## src/rtl/mem_arbiter.sv

```systemverilog
// Main-memory arbiter for the I-cache and D-cache miss paths.
// Tags reads with IDs and routes out-of-order line responses to their owner.
module mem_arbiter #(
    parameter int PA_WIDTH   = 32,
    parameter int REG_WIDTH  = 32,
    parameter int LINE_WIDTH = 128,
    parameter int ID_WIDTH   = 2
) (
    input  logic                  clk,
    input  logic                  rst,
    input  logic                  i_ic_req,
    input  logic [PA_WIDTH-1:0]   i_ic_addr,
    output logic                  o_ic_grant,
    output logic                  o_ic_resp_valid,
    output logic [LINE_WIDTH-1:0] o_ic_resp_data,
    input  logic                  i_dc_req,
    input  logic                  i_dc_write,
    input  logic [PA_WIDTH-1:0]   i_dc_addr,
    input  logic [REG_WIDTH-1:0]  i_dc_data,
    output logic                  o_dc_grant,
    output logic                  o_dc_resp_valid,
    output logic [LINE_WIDTH-1:0] o_dc_resp_data,
    output logic                  o_mem_enable,
    output logic                  o_mem_write,
    output logic [PA_WIDTH-1:0]   o_mem_addr,
    output logic [REG_WIDTH-1:0]  o_mem_data,
    output logic [ID_WIDTH-1:0]   o_mem_id,
    input  logic                  i_mem_ready,
    input  logic                  i_mem_valid,
    input  logic [ID_WIDTH-1:0]   i_mem_id,
    input  logic [LINE_WIDTH-1:0] i_mem_data,
    output logic                  o_mem_ack,
    output logic                  o_err
);
    localparam int NID = 1 << ID_WIDTH;

    // Issue register
    logic                  iss_valid_q, iss_valid_d;
    logic                  iss_write_q, iss_write_d;
    logic [PA_WIDTH-1:0]   iss_addr_q, iss_addr_d;
    logic [REG_WIDTH-1:0]  iss_data_q, iss_data_d;
    logic [ID_WIDTH-1:0]   iss_id_q, iss_id_d;

    // Owner table: owner bit 0 = port I, 1 = port D
    logic [NID-1:0]        busy_q, busy_d;
    logic [NID-1:0]        owner_q, owner_d;

    // Round-robin pointer: 0 = port I has priority, 1 = port D
    logic                  rr_q, rr_d;

    // Registered response stage
    logic                  ack_q;
    logic                  ic_rv_q, dc_rv_q;
    logic [LINE_WIDTH-1:0] ic_rdata_q, dc_rdata_q;
    logic                  rel_q;
    logic [ID_WIDTH-1:0]   rel_id_q;
    logic                  err_q;

    logic                  id_avail;
    logic [ID_WIDTH-1:0]   free_id;
    logic                  iss_free;
    logic                  ic_elig, dc_elig;
    logic                  ic_gnt, dc_gnt, rd_gnt;
    logic                  rsp_hit, rsp_own;

    // Lowest free transaction ID
    always_comb begin
        id_avail = 1'b0;
        free_id  = '0;
        for (int i = NID - 1; i >= 0; i--) begin
            if (!busy_q[i]) begin
                id_avail = 1'b1;
                free_id  = ID_WIDTH'(i);
            end
        end
    end

    // Eligibility and round-robin grant
    always_comb begin
        iss_free = !iss_valid_q || i_mem_ready;
        ic_elig  = !rst && i_ic_req && iss_free && id_avail;
        dc_elig  = !rst && i_dc_req && iss_free && (i_dc_write || id_avail);
        ic_gnt   = ic_elig && (!dc_elig || !rr_q);
        dc_gnt   = dc_elig && (!ic_elig || rr_q);
        rd_gnt   = ic_gnt || (dc_gnt && !i_dc_write);
        rr_d     = (ic_elig && dc_elig) ? !rr_q : rr_q;
        rsp_hit  = i_mem_valid && busy_q[i_mem_id];
        rsp_own  = owner_q[i_mem_id];
    end

    // Issue register and owner table next state
    always_comb begin
        iss_valid_d = iss_valid_q;
        iss_write_d = iss_write_q;
        iss_addr_d  = iss_addr_q;
        iss_data_d  = iss_data_q;
        iss_id_d    = iss_id_q;
        busy_d      = busy_q;
        owner_d     = owner_q;
        if (ic_gnt || dc_gnt) begin
            iss_valid_d = 1'b1;
            iss_write_d = dc_gnt && i_dc_write;
            iss_addr_d  = dc_gnt ? i_dc_addr : i_ic_addr;
            iss_data_d  = (dc_gnt && i_dc_write) ? i_dc_data : '0;
            iss_id_d    = (dc_gnt && i_dc_write) ? '0 : free_id;
        end else if (i_mem_ready) begin
            iss_valid_d = 1'b0;
        end
        if (rel_q) begin
            busy_d[rel_id_q] = 1'b0;
        end
        if (rd_gnt) begin
            busy_d[free_id]  = 1'b1;
            owner_d[free_id] = dc_gnt;
        end
    end

    // State registers with synchronous reset
    always_ff @(posedge clk) begin
        if (rst) begin
            iss_valid_q <= 1'b0;
            iss_write_q <= 1'b0;
            iss_addr_q  <= '0;
            iss_data_q  <= '0;
            iss_id_q    <= '0;
            busy_q      <= '0;
            owner_q     <= '0;
            rr_q        <= 1'b0;
            ack_q       <= 1'b0;
            ic_rv_q     <= 1'b0;
            dc_rv_q     <= 1'b0;
            ic_rdata_q  <= '0;
            dc_rdata_q  <= '0;
            rel_q       <= 1'b0;
            rel_id_q    <= '0;
            err_q       <= 1'b0;
        end else begin
            iss_valid_q <= iss_valid_d;
            iss_write_q <= iss_write_d;
            iss_addr_q  <= iss_addr_d;
            iss_data_q  <= iss_data_d;
            iss_id_q    <= iss_id_d;
            busy_q      <= busy_d;
            owner_q     <= owner_d;
            rr_q        <= rr_d;
            ack_q       <= i_mem_valid;
            ic_rv_q     <= rsp_hit && !rsp_own;
            dc_rv_q     <= rsp_hit && rsp_own;
            if (rsp_hit && !rsp_own) begin
                ic_rdata_q <= i_mem_data;
            end
            if (rsp_hit && rsp_own) begin
                dc_rdata_q <= i_mem_data;
            end
            rel_q       <= rsp_hit;
            rel_id_q    <= i_mem_id;
            err_q       <= err_q || (i_mem_valid && !rsp_hit);
        end
    end

    // Output wiring
    always_comb begin
        o_ic_grant      = ic_gnt;
        o_dc_grant      = dc_gnt;
        o_mem_enable    = iss_valid_q;
        o_mem_write     = iss_write_q;
        o_mem_addr      = iss_addr_q;
        o_mem_data      = iss_data_q;
        o_mem_id        = iss_id_q;
        o_mem_ack       = ack_q;
        o_ic_resp_valid = ic_rv_q;
        o_ic_resp_data  = ic_rdata_q;
        o_dc_resp_valid = dc_rv_q;
        o_dc_resp_data  = dc_rdata_q;
        o_err           = err_q;
    end
endmodule

```

## config.mk

```make
export PLATFORM = sky130hd
export DESIGN_NAME = mem_arbiter
export DESIGN_NICKNAME = d
export VERILOG_FILES = /design/src/rtl/mem_arbiter.sv
export SDC_FILE = /design/constraint.sdc
export NUM_CORES = 1
export LEC_CHECK = 0
export BUFFER_PORTS_ARGS = -buffer_cell sky130_fd_sc_hd__buf_4
export CORE_AREA = 2 2 218 220
export DETAILED_ROUTE_END_ITERATION = 7
export DIE_AREA = 0 0 220 222
export GPL_ROUTABILITY_DRIVEN = 0
export GPL_TIMING_DRIVEN = 0
export SETUP_SLACK_MARGIN = 0.1
export SLEW_MARGIN = 15
export SYNTH_ARGS = -nofsm -noshare
export SYNTH_HDL_FRONTEND = slang
export SYNTH_SLANG_ARGS = --single-unit
```

## constraint.sdc

```tcl
create_clock -name clk -period 1.9 [get_ports clk]
set_input_delay 0.19 -clock clk [delete_from_list [all_inputs] [get_ports clk]]
set_output_delay 0.19 -clock clk [all_outputs]
set_load 0.02 [all_outputs]
```

==> results of run 1 <==
==> state kept, by name (all words and copies together) (netlist names) <==
name,flops
o_mem_write,1
owner_q,4
o_err,1
o_dc_resp_data,128
o_mem_data,32
o_mem_enable,1
busy_q,4
o_mem_addr,32
o_ic_resp_data,128
o_mem_ack,1
rel_id_q,2
rel_q,1
rr_q,1
o_mem_id,2
o_ic_resp_valid,1
o_dc_resp_valid,1
==> synth_stat cells (4+ instances only) <==
master,number,share of area [%]
a21oi_1,297,12
a311oi_1,32,2.2
buf_2,39,1.5
buf_4,13,0.77
buf_6,20,1.8
clkbuf_1,59,1.8
dfxtp_1,340,54
nand2_1,521,15
nand2b_1,4,0.20
nand3_1,70,2.8
nand3b_1,33,2.0
nor2_1,5,0.15
nor3_1,34,1.3
o21ai_0,35,1.4
==> worst max path at each step <==
stage,slack (ns),cells past startpoint,end,start
2_1_floorplan,0.19,7,o_dc_resp_data[107]$_SDFFE_PP0P_,busy_q[0]$_SDFF_PP0_
3_3_place_gp,-0.60,5,o_ic_resp_data[14]$_SDFFE_PP0P_,rst
3_5_place_dp,-0.59,5,o_ic_resp_data[21]$_SDFFE_PP0P_,rst
4_1_cts,-0.07,6,o_dc_grant,busy_q[0]$_SDFF_PP0_
5_1_grt,-0.18,8,o_ic_resp_data[103]$_SDFFE_PP0P_,busy_q[0]$_SDFF_PP0_
6_report,-0.13,9,o_ic_resp_data[103]$_SDFFE_PP0P_,busy_q[0]$_SDFF_PP0_
==> final cells by class <==
cell class	instances	area, um2	share of cell area [%]
Sequential cell	340	6820	30.7
Antenna cell	4	10.0	0.0450
Tap cell	607	759	3.41
Clock inverter	11	133	0.596
Buffer	134	1040	4.70
Inverter	3	11.3	0.0506
Clock buffer	59	1160	5.23
Multi-Input combinational cell	1070	5420	24.4
Timing Repair Buffer	819	6880	30.9
==> through the flow <==
stage,hold slack [ns],instances,util [%]
after floorplan,0.318,1547,-
after global placement,0.442,2714,38.1
after detailed placement,0.441,2714,38.1
after CTS,0.0106,3029,47.0
after global routing,0.0539,3047,48.1
final,0.0472,3047,48.1
==> repair_timing <==
item | CTS | global route
setup buffers | 16 | 8
gates resized for setup | 126 | 90
hold buffers | 227 | 0
pin swaps | 16 | 30
setup endpoints to repair | 314 | 312
gates cloned | 2 | 7
hold endpoints to repair | 326 | 0
==> critical path: cells and delay by family, from the launching register on <==
kind	cells	cell delay, ns
AOI/OAI and AO/OA	1	0.07
DFF	1	0.35
muxes	1	0.51
buffers and inverters	5	0.69
and+or+nand+nor	2	0.25
==> power breakdown <==
group	internal (mW)	total [mW]	switching [mW]
registers	7.27	7.36	0.0909
clock network	4.51	7.57	3.05
logic	1.06	2.06	0.996
==> logic make-up after synthesis <==
kind of cell / Yosys count
AOI/OAI and AO/OA: 380
muxes: 2
buffers and inverters: 137
DFF: 340
and+or+nand+nor: 688
==> per-layer routing <==
layer	up-vias	track usage [%]
li1	6944	-
met1	6695	22.5
met2	607	37.1
met3	136	5.64
met4	2	9.81
met5	-	0
==> results.md, run 1 <==
* Total power at approximately 17 mW
* Synthesis-to-layout area growth at 75.9%
* Post-Syn Area at roughly 13000 um2
* DP HPWL at slightly below 40 mm
* Met2 WL post-DR at 27.1 mm
* Worst slew margin at 39.5%
* Initial DRC count at 710
* Startpoint types: flip-flop
* Post-layout min period at around 2.0 ns
* Num ports at roughly 560
* Hold path start: i_dc_write
* Via density at around 4.7
* Syn nets at ~1800
* Post-synthesis compound-gate area fraction at 16.7%
* Cells along the critical path: buf_6, mux4_2, nor3b_4, buf_6, buf_12, buf_12, clkbuf_16, nand2_2, a21oi_1
* Synth warnings at 0
* Synth Area in XOR/XNOR at 0%
* Syn Inst Count at about 1500
* Vias in the first global route at roughly 14000
* Die X at between 200 and 250 um
* Nets@finish at 2640
* Overflow after GRT at 0
* CP max-delay cell: mux4_2
* Die Y at 222 um
* CP peak stage delay at 0.51 ns
* Most common cell after layout, fill and taps aside: buf_4
* Most frequent cells in the layout: 598 x buf_4, 481 x nand2_1, 335 x dfxtp_1, 267 x a21oi_1, 227 x dlygate4sd3_1
* Worst reg2reg path depth at 9
* Hold Vio Cnt, Final at 0
* Largest family of logic cells by synthesized area: simple AND/OR/NAND/NOR gates
* Core region area at roughly 46000 um2
* CP Class: reg2reg
* Post-Synth Simple-Gate Area at around 23%
* Adder-Cell Fraction of Synth Area at 0%
* Post-DRT Antenna Nets at 0
* Setup Slack @ Placement at -0.589 ns
* Fin. max-slew vios at 0
* Antenna violations before repair at 5
* Crit. End Element: flip-flop
* Post-synthesis mux area share at less than 1%
* R2r startpoint: busy_q[0]$_SDFF_PP0_
* Final critical-path share of the clock period at 107%
* Pwr Density at between 700 and 800 nW/um2
* Layout fillers at 4312
* Global Route Usage Sum at just over 20%
* Setup TNS at -1.87 ns
* WL final at 54.7 mm
* R2r setup slk at -0.13 ns
* Share of cells above drive strength 1 at between 30% and 40%
* Clock slew at reported path FFs at roughly 0.060 ns
* Distinct cells, synth at between 40 and 50
* Most used DFF post-synth: dfxtp_1
* Max cap viols at 0
* Fin Clk Skew at 0.0162 ns
* Clock Sinks at 340
* Min-Delay Path Depth at 3
* Met3 wire len at roughly 4 mm
* Crit path DAT at approximately 2.4 ns
* IO Port Bufs at 560
* Worst r2r dst: o_ic_resp_data[103]$_SDFFE_PP0P_
* Post-synthesis sequential area ratio at roughly 54%
* Placed Instance Area at about 18000 um2
* TritonCTS clock tree: done
* Initial Util at a little over a quarter
* TritonCTS buffer count at 39
* Routed metal-1 wirelength at 20.9 mm
* Wirelength per Cell at approximately 18 um
* Run status: finished with violations
* Hold crit path type: in2reg
* Top Metal Used: met5
* RSZ-0062 raised after global routing: yes
* Finished Cell Area at around 22000 um2
* Worst-skew pair later-pin latency at ~0.55 ns
* Violated checks: negative setup slack
* Worst IR Drop VDD at between 0.0005 and 0.0006 V
* DIE AREA at around 49000 um2
* 1st-pass router iterations at 5
* Average cell area after synthesis at 8.18 um2
* Post-synth EDFFs at 0
* Share of flip-flops with an asynchronous set or reset at 0%
* CTS H-tree lvls at 2
* Synth Register Bits at 340
* CTS root buffer: clkbuf_16
* Worst Tran Pin Value at 0.908 ns
* Lkg Pwr at roughly 9.0 nW
* Global-route wire length before repair at just under 80 mm
* Final worst slack at -0.126 ns
* Residual DRC count at 0
* Number of buffers on the longest clock path at 3
* Site Rows at 79
* Critical Path RT at approximately 2.3 ns
* Endpoints failing setup at 29
* Top fanout value on the critical path at 6
* Fmax at 0.494 GHz
* Largest net degree at the start of global routing at 14
* Vias at ~14000
* Worst Hold End: o_mem_data[4]$_SDFFE_PP0P_
Note: power is estimated with default switching activity, not from simulation.
==> run 2: changes to the inputs <==
--- a/config.mk
+++ b/config.mk
@@ -5,11 +5,10 @@
 export SDC_FILE = /design/constraint.sdc
 export NUM_CORES = 1
 export LEC_CHECK = 0
-export BUFFER_PORTS_ARGS = -buffer_cell sky130_fd_sc_hd__buf_4
+export BUFFER_PORTS_ARGS = -buffer_cell sky130_fd_sc_hd__buf_2
 export CORE_AREA = 2 2 218 220
 export DETAILED_ROUTE_END_ITERATION = 7
 export DIE_AREA = 0 0 220 222
-export GPL_ROUTABILITY_DRIVEN = 0
 export GPL_TIMING_DRIVEN = 0
 export SETUP_SLACK_MARGIN = 0.1
 export SLEW_MARGIN = 15
==> run 2 against run 1 <==
  * Largest cell class is now flip-flops and latches
  * Cell area is 6.5% lower
  * The flow still finishes with violations (negative setup slack)
  * Utilization is 3.1 points lower
  * Sequential cell count stayed put
  * Sequential share of layout area is 2.1 points higher
  * Count of clock-buffer cells in the layout is 4 lower
  * Worst setup slack better by 0.082 ns
  * Critical path type unchanged
  * Critical endpoint is now o_mem_data[16]$_SDFFE_PP0P_
  * Via count is 1.2% higher
  * Wire length is 1.2% lower
  * Clock skew is 0.0023 ns higher
  * Non-clock buffer count stayed put
  * First-iteration DRC count is 14% lower
  * Register-to-register slack better by 0.08 ns
==> results.md, run 2 (synthesized netlist as in run 1, its figures left out) <==
* IO Port Bufs at 560 (unchanged)
* Critical Path RT at 2.36 ns (was 2.30 ns)
* Hold crit path type: in2reg (unchanged)
* Nets@finish at 2640 (unchanged)
* Final worst slack at -0.0438 ns (was -0.126 ns)
* WL final at 54.0 mm (was 54.7 mm)
* Placed Cells at 2714 (unchanged)
* Endpoints failing setup at 6 (was 29)
* Worst slew margin at 36.5% (was 39.5%)
* Hold path start: i_dc_write (unchanged)
* Worst IR Drop VDD at 0.000625 V (was 0.000571 V)
* Pwr Density at 821 nW/um2 (was 764 nW/um2)
* Number of buffers on the longest clock path at 3 (unchanged)
* DIE AREA at 48800 um2 (unchanged)
* Final critical-path share of the clock period at 102% (was 107%)
* Share of cells above drive strength 1 at 33.6% (was 34.0%)
* Startpoint types: flip-flop (unchanged)
* Worst reg2reg path depth at 10 (was 9)
* Run status: finished with violations (unchanged)
* Routability cong. at approximately 0.9
* Worst r2r dst: o_mem_data[16]$_SDFFE_PP0P_ (was o_ic_resp_data[103]$_SDFFE_PP0P_)
* Met1 usage at 21.7% (was 22.5%)
* Site Rows at 79 (unchanged)
* Worst Hold End: o_mem_data[3]$_SDFFE_PP0P_ (was o_mem_data[4]$_SDFFE_PP0P_)
* Global-route wire length before repair at 78.3 mm (was 79.1 mm)
* Initial DRC count at 613 (was 710)
* Lkg Pwr at 8.77 nW (was 9.03 nW)
* TritonCTS buffer count at 39 (unchanged)
* Violated checks: negative setup slack (unchanged)
* DP HPWL at 38.9 mm (was 39.4 mm)
* Min-Delay Path Depth at 3 (unchanged)
* Post-DRT Antenna Nets at 0 (unchanged)
* Clock slew at reported path FFs at 0.06 ns (about the same)
* CTS H-tree lvls at 2 (unchanged)
* Antenna violations before repair at 3 (was 5)
* Initial Util at 27.3% (unchanged)
* Top fanout value on the critical path at 5 (was 6)
* Via density at 4.78 (was 4.72)
* Layout Cells excl Fill at 3044 (was 3047)
* Fin. max-slew vios at 0 (unchanged)
* Vias at 14600 (was 14400)
* Post-layout min period at 1.94 ns (was 2.03 ns)
* 1st-pass router iterations at 5 (unchanged)
* Die X at 220 um (unchanged)
* R2r startpoint: busy_q[0]$_SDFF_PP0_ (unchanged)
* Fin Hold WS at 0.0626 ns (was 0.0472 ns)
* CTS root buffer: clkbuf_16 (unchanged)
* Worst Tran Pin Value at 0.952 ns (was 0.908 ns)
* Synthesis-to-layout area growth at 64.3% (was 75.9%)
* Fmax at 0.514 GHz (was 0.494 GHz)
* Fin Clk Skew at 0.0185 ns (was 0.0162 ns)
* TritonCTS clock tree: done (unchanged)
* Core region area at 46300 um2 (unchanged)
* Finished Cell Area at 20800 um2 (was 22200 um2)
* Most frequent cells in the layout: 564 x buf_2, 508 x nand2_1, 335 x dfxtp_1, 269 x a21oi_1, 227 x dlygate4sd3_1 (was 598 x buf_4, 481 x nand2_1, 335 x dfxtp_1, 267 x a21oi_1, 227 x dlygate4sd3_1)
* Die Y at 222 um (unchanged)
* Overflow after GRT at 0 (unchanged)
* Worst-skew pair later-pin latency at 0.55 ns (about the same)
* Vias in the first global route at 14200 (about the same)
* Crit path DAT at 2.40 ns (was 2.43 ns)
* Num ports at 563 (unchanged)
* Residual DRC count at 0 (unchanged)
* Global Route Usage Sum at 20.4% (was 20.8%)
* Total power at 17.1 mW (was 17.0 mW)
* GRT busiest layer: met2 (unchanged)
* Crit. End Element: flip-flop (unchanged)
* Largest net degree at the start of global routing at 14 (unchanged)
* Clock Sinks at 340 (unchanged)
* M2 GR Usage at 37.7% (was 37.1%)
* Most common cell after layout, fill and taps aside: buf_2 (was buf_4)
* Setup TNS at -0.121 ns (was -1.87 ns)
* R2r setup slk at -0.04 ns (was -0.13 ns)
* CP Class: reg2reg (unchanged)
* Max cap viols at 0 (unchanged)
* Wirelength per Cell at 17.8 um (was 18.0 um)
* Hold Vio Cnt, Final at 0 (unchanged)
* GR Layer Usage met3 at 5.25% (was 5.64%)
* RSZ-0062 raised after global routing: yes (unchanged)
* Placed Instance Area at 16200 um2 (was 17600 um2)
## run 2: cell count changes in the layout (fill, tap and decap cells not counted), sizes merged
cell	previous run	this run
clkbuf	123	119
bufinv	2	5
clkinv	6	4
diode	4	2
inv	4	6
## run 2: routing by layer
layer	wire [um]	part of all wire, %	vias to the layer above
li1	-	-	6951
met2	27300	50	659
met4	2260	4.2	2
met5	13	0.024	-
met3	4310	8.0	150
met1	20200	37	6791
## run 2: what timing repair did
item	CTS	global route
gates resized for setup	91	114
pin swaps	24	33
gates cloned	2	6
hold buffers	227	0
buffers inserted	15	10
hold endpoints to repair	326	0
setup endpoints to repair	313	307
## run 2: layout make-up
| type | instances | area, um2 |
|---|---|---|
| fill | 4398 | 25500 |
| sequential | 340 | 6820 |
| timing repair buffer | 820 | 5440 |
| multi-input combinational | 1070 | 5380 |
| clock buffer | 55 | 1130 |
| buffer | 133 | 1030 |
| tap | 607 | 759 |
| clock inverter | 14 | 215 |
| inverter | 3 | 11.3 |
| antenna | 2 | 5.00 |
## run 2: power by group
group / leakage [nW] / switching (mW) / internal, mW
clock: 0.654 / 3.04 / 4.82
combinational: 5.37 / 0.988 / 0.863
sequential: 2.75 / 0.0851 / 7.27
total: 8.77 / 4.11 / 12.9
## run 2: critical path, cell delays in order (launching register included)
cell	delay (ns)
dfxtp_2	0.35
buf_6	0.11
and4_4	0.24
buf_4	0.12
buf_6	0.08
o2111a_2	0.24
buf_8	0.16
buf_12	0.13
buf_8	0.11
nand3_1	0.10
a21oi_1	0.19
## run 2: how the worst max path moves through the flow
stage                    startpoint                               end  slack [ns]  cells past startpoint
5_1_grt        busy_q[0]$_SDFF_PP0_        o_mem_addr[4]$_SDFFE_PP0P_       -0.11                      9
6_report       busy_q[0]$_SDFF_PP0_       o_mem_data[16]$_SDFFE_PP0P_       -0.04                     10
3_3_place_gp                    rst   o_ic_resp_data[21]$_SDFFE_PP0P_       -0.63                      5
2_1_floorplan  busy_q[0]$_SDFF_PP0_  o_dc_resp_data[107]$_SDFFE_PP0P_        0.19                      7
3_5_place_dp                    rst   o_ic_resp_data[16]$_SDFFE_PP0P_       -0.68                      5
4_1_cts        busy_q[0]$_SDFF_PP0_                        o_dc_grant       -0.06                      6
## run 2: stage by stage
stage | setup slack, ns | utilization (%)
after global routing | -0.105 | 44.9
after CTS | -0.0562 | 43.7
after detailed placement | -0.684 | 35.0
after global placement | -0.635 | 35.0
final | -0.0438 | 44.9
after floorplan | 0.190 | -
==> run 3: changes to the inputs <==
--- a/config.mk
+++ b/config.mk
@@ -5,6 +5,7 @@
 export SDC_FILE = /design/constraint.sdc
 export NUM_CORES = 1
 export LEC_CHECK = 0
+export ABC_AREA = 1
 export BUFFER_PORTS_ARGS = -buffer_cell sky130_fd_sc_hd__buf_2
 export CORE_AREA = 2 2 218 220
 export DETAILED_ROUTE_END_ITERATION = 7
==> run 3 against run 2 <==
  * The run now ends clean
  * Synthesized area rose by 3.0%
  * Via count rose by 5.9%
  * Wire length rose by 1.9%
  * Critical endpoint is now o_dc_grant
  * Highest routed layer is now met4
==> results.md, run 3 <==
* Run status: complete, no violations (was finished with violations)
* Initial Util at 28.2% (was 27.3%)
* Top cells by count, synth: 362 x nand3_1, 347 x nand2_1, 340 x dfxtp_1, 304 x a21oi_1, 80 x buf_2 (was 521 x nand2_1, 340 x dfxtp_1, 297 x a21oi_1, 70 x nand3_1, 59 x clkbuf_1)
* Post-synthesis compound-gate area fraction at 13.5% (was 16.7%)
* Post-Synth Simple-Gate Area at 26.3% (was 23.1%)
* Global-route wire length before repair at 82.3 mm (was 78.3 mm)
* Fin Hold WS at 0.0318 ns (was 0.0626 ns)
* Synth Register Bits at 340 (unchanged)
* Synth warnings at 0 (unchanged)
* TritonCTS clock tree: done (unchanged)
* Routability cong. at 0.920 (was 0.918)
* Worst slew margin at 31.3% (was 36.5%)
* CP Class: reg2out (was reg2reg)
* Largest net degree at the start of global routing at 20 (was 14)
* Pwr Density at 863 nW/um2 (was 821 nW/um2)
* Crit path DAT at 1.66 ns (was 2.40 ns)
* Num ports at 563 (unchanged)
* Crit. End Element: output pin (was flip-flop)
* Average cell area after synthesis at 7.70 um2 (was 8.18 um2)
* Most frequent cell after synthesis: nand3_1 (was nand2_1)
* Distinct cells, synth at 20 (was 42)
* Core Util, Final at 44.8% (was 44.9%)
* Adder-Cell Fraction of Synth Area at 0% (unchanged)
* Largest family of logic cells by synthesized area: simple AND/OR/NAND/NOR gates (unchanged)
* Share of flip-flops with an asynchronous set or reset at 0% (unchanged)
* Critical Path RT at 1.71 ns (was 2.36 ns)
* Finished Cell Area at 20700 um2 (was 20800 um2)
* DP HPWL at 39.4 mm (was 38.9 mm)
* Seq pwr share at 42.1% (was 43.1%)
* Number of buffers on the longest clock path at 3 (unchanged)
* Setup TNS at 0 ns (was -0.121 ns)
* Syn nets at 1926 (was 1780)
* Antenna violations before repair at 0 (was 3)
* Synth Area in XOR/XNOR at 0% (unchanged)
* Layout fillers at 4568 (was 4398)
* Post-synthesis sequential area ratio at 52.2% (was 53.8%)
* Post-layout min period at 1.85 ns (was 1.94 ns)
* Worst Tran Pin Value at 1.03 ns (was 0.952 ns)
* Vias in the first global route at 14800 (was 14200)
* Syn Inst Count at 1693 (was 1547)
* RSZ-0062 raised after global routing: yes (unchanged)
* Nets@finish at 2769 (was 2640)
* Vias at 15400 (was 14600)
* Top cell type's share of synthesized area at 52.2% (was 53.8%)
* Most frequent cells in the layout: 583 x buf_2, 360 x nand3_1, 339 x nand2_1, 335 x dfxtp_1, 304 x a21oi_1 (was 564 x buf_2, 508 x nand2_1, 335 x dfxtp_1, 269 x a21oi_1, 227 x dlygate4sd3_1)
* Die X at 220 um (unchanged)
* Leading area contributor after synthesis: dfxtp_1 (unchanged)
* Layout Cells excl Fill at 3174 (was 3044)
* Diode count at 0 (was 2)
* Wirelength per Cell at 17.4 um (was 17.8 um)
* Most common cell after layout, fill and taps aside: buf_2 (unchanged)
* CTS root buffer: clkbuf_16 (unchanged)
* Top fanout value on the critical path at 6 (was 5)
* Fmax at 0.539 GHz (was 0.514 GHz)
* 1st-pass router iterations at 5 (unchanged)
* TritonCTS buffer count at 40 (was 39)
* Logic pwr share at 14.9% (was 10.8%)
* Hold crit path type: in2reg (unchanged)
* Initial DRC count at 986 (was 613)
* CTS H-tree lvls at 2 (unchanged)
* IO Port Bufs at 561 (was 560)
* Overflow after GRT at 0 (unchanged)
* Most used DFF post-synth: dfxtp_1 (unchanged)
* Fin. max-slew vios at 0 (unchanged)
* Die Y at 222 um (unchanged)
* Endpoints failing setup at 0 (was 6)
* Max cap viols at 0 (unchanged)
* Residual DRC count at 0 (unchanged)
* Global Route Usage Sum at 21.3% (was 20.4%)
* Placed Instance Area at 16600 um2 (was 16200 um2)
* Clock Sinks at 340 (unchanged)
* Post-synth EDFFs at 0 (unchanged)
* Via density at 4.85 (was 4.78)
* Post-synthesis mux area share at 0% (was 0.356%)
* Clock slew at reported path FFs at 0.06 ns (about the same)
* WL final at 55.1 mm (was 54.0 mm)
* Site Rows at 79 (unchanged)
* Switching power at 4.86 mW (was 4.11 mW)
* Worst IR Drop VDD at 0.000545 V (was 0.000625 V)
* Post-Syn Area at 13000 um2 (was 12600 um2)
* GRT busiest layer: met2 (unchanged)
* Sw Ratio at 27.2% (was 24.1%)
* Share of cells above drive strength 1 at 30.5% (was 33.6%)
* DIE AREA at 48800 um2 (unchanged)
* GR Layer Usage met3 at 5.51% (was 5.25%)
* Post-DRT Antenna Nets at 0 (unchanged)
* Met1 usage at 25.0% (was 21.7%)
* Core region area at 46300 um2 (unchanged)
* M2 GR Usage at 36.9% (was 37.7%)
* Final critical-path share of the clock period at 97.6% (was 102%)
* Worst-skew pair later-pin latency at 0.57 ns (was 0.55 ns)
* Placed Cells at 2861 (was 2714)
* Synthesis-to-layout area growth at 59.0% (was 64.3%)
* Lkg Pwr at 9.47 nW (was 8.77 nW)
* Clk pwr share at 43.0% (was 46.0%)
* Synth top area cells: dfxtp_1 52%, nand3_1 14%, a21oi_1 12% (was dfxtp_1 54%, nand2_1 15%, a21oi_1 12%)
* Hold Vio Cnt, Final at 0 (unchanged)
* Startpoint types: flip-flop (unchanged)
* Fin Clk Skew at 0.0273 ns (was 0.0185 ns)
* Int Pwr at 13.0 mW (was 12.9 mW)
run 3: cell families after synthesis:
family                 after synthesis
and+or+nand+nor                    766
DFF                                340
buffers and inverters              239
AOI/OAI and AO/OA                  348
run 3: metrics by stage:
step	power [mW]	worst slack, ns
after CTS	17.9	0.00544
after global routing	18.6	-0.0356
after detailed placement	9.80	-0.232
after global placement	9.78	-0.168
after floorplan	8.85	0.387
final	17.9	0.0453
run 3: routing by layer:
layer	share of wire, %	wire length (um)	vias up
met4	3.7	2040	0
met5	0	0	-
met3	7.9	4330	133
met2	49	26700	665
met1	40	22000	7215
li1	-	-	7395
run 3: layout make-up:
type | count | area (um2) | area share (%)
Sequential cell | 340 | 6820 | 32.9
Multi-Input combinational cell | 1114 | 5270 | 25.4
Timing Repair Buffer | 802 | 5230 | 25.2
Clock buffer | 56 | 1160 | 5.61
Buffer | 155 | 1010 | 4.89
Tap cell | 607 | 759 | 3.67
Inverter | 83 | 317 | 1.53
Clock inverter | 17 | 145 | 0.701
run 3: path summary, 6_finish.rpt:
kind                                                      start                              end  slack [ns]  cells past startpoint
worst max-delay path                       busy_q[3]$_SDFF_PP0_                       o_dc_grant        0.05                      9
worst min-delay path                              i_dc_addr[22]      o_mem_addr[22]$_SDFFE_PP0P_        0.03                      5
worst min register to register  o_dc_resp_data[82]$_SDFFE_PP0P_  o_dc_resp_data[82]$_SDFFE_PP0P_        0.46                      2
worst max register to register          owner_q[2]$_SDFFE_PP0P_  o_dc_resp_data[14]$_SDFFE_PP0P_        0.18                      8
run 3: timing repair:
action,4_1_cts,5_1_grt
endpoints found under the setup margin,293,301
buffers inserted,7,6
pin swaps,5,8
endpoints found under the hold margin,326,0
resized for setup,56,140
hold buffers,228,0
run 3: worst max-delay path, cell delays in order (launching register included):
cell	delay (ns)
dfxtp_4	0.38
nand2_4	0.06
nor2_4	0.16
nand2_4	0.08
nand2_4	0.09
inv_4	0.04
nand2_4	0.06
buf_8	0.10
inv_4	0.03
buf_6	0.12
run 3: power groups by stage:
| stage | clock, mW | sequential (mW) | combinational (mW) |
|---|---|---|---|
| finish | 7.69 | 7.53 | 2.66 |
| CTS | 7.87 | 7.52 | 2.55 |
| detailed placement | 0 | 7.67 | 2.13 |
| global placement | 0 | 7.66 | 2.11 |
| floorplan | 0 | 7.96 | 0.892 |
| global route | 8.15 | 7.55 | 2.87 |
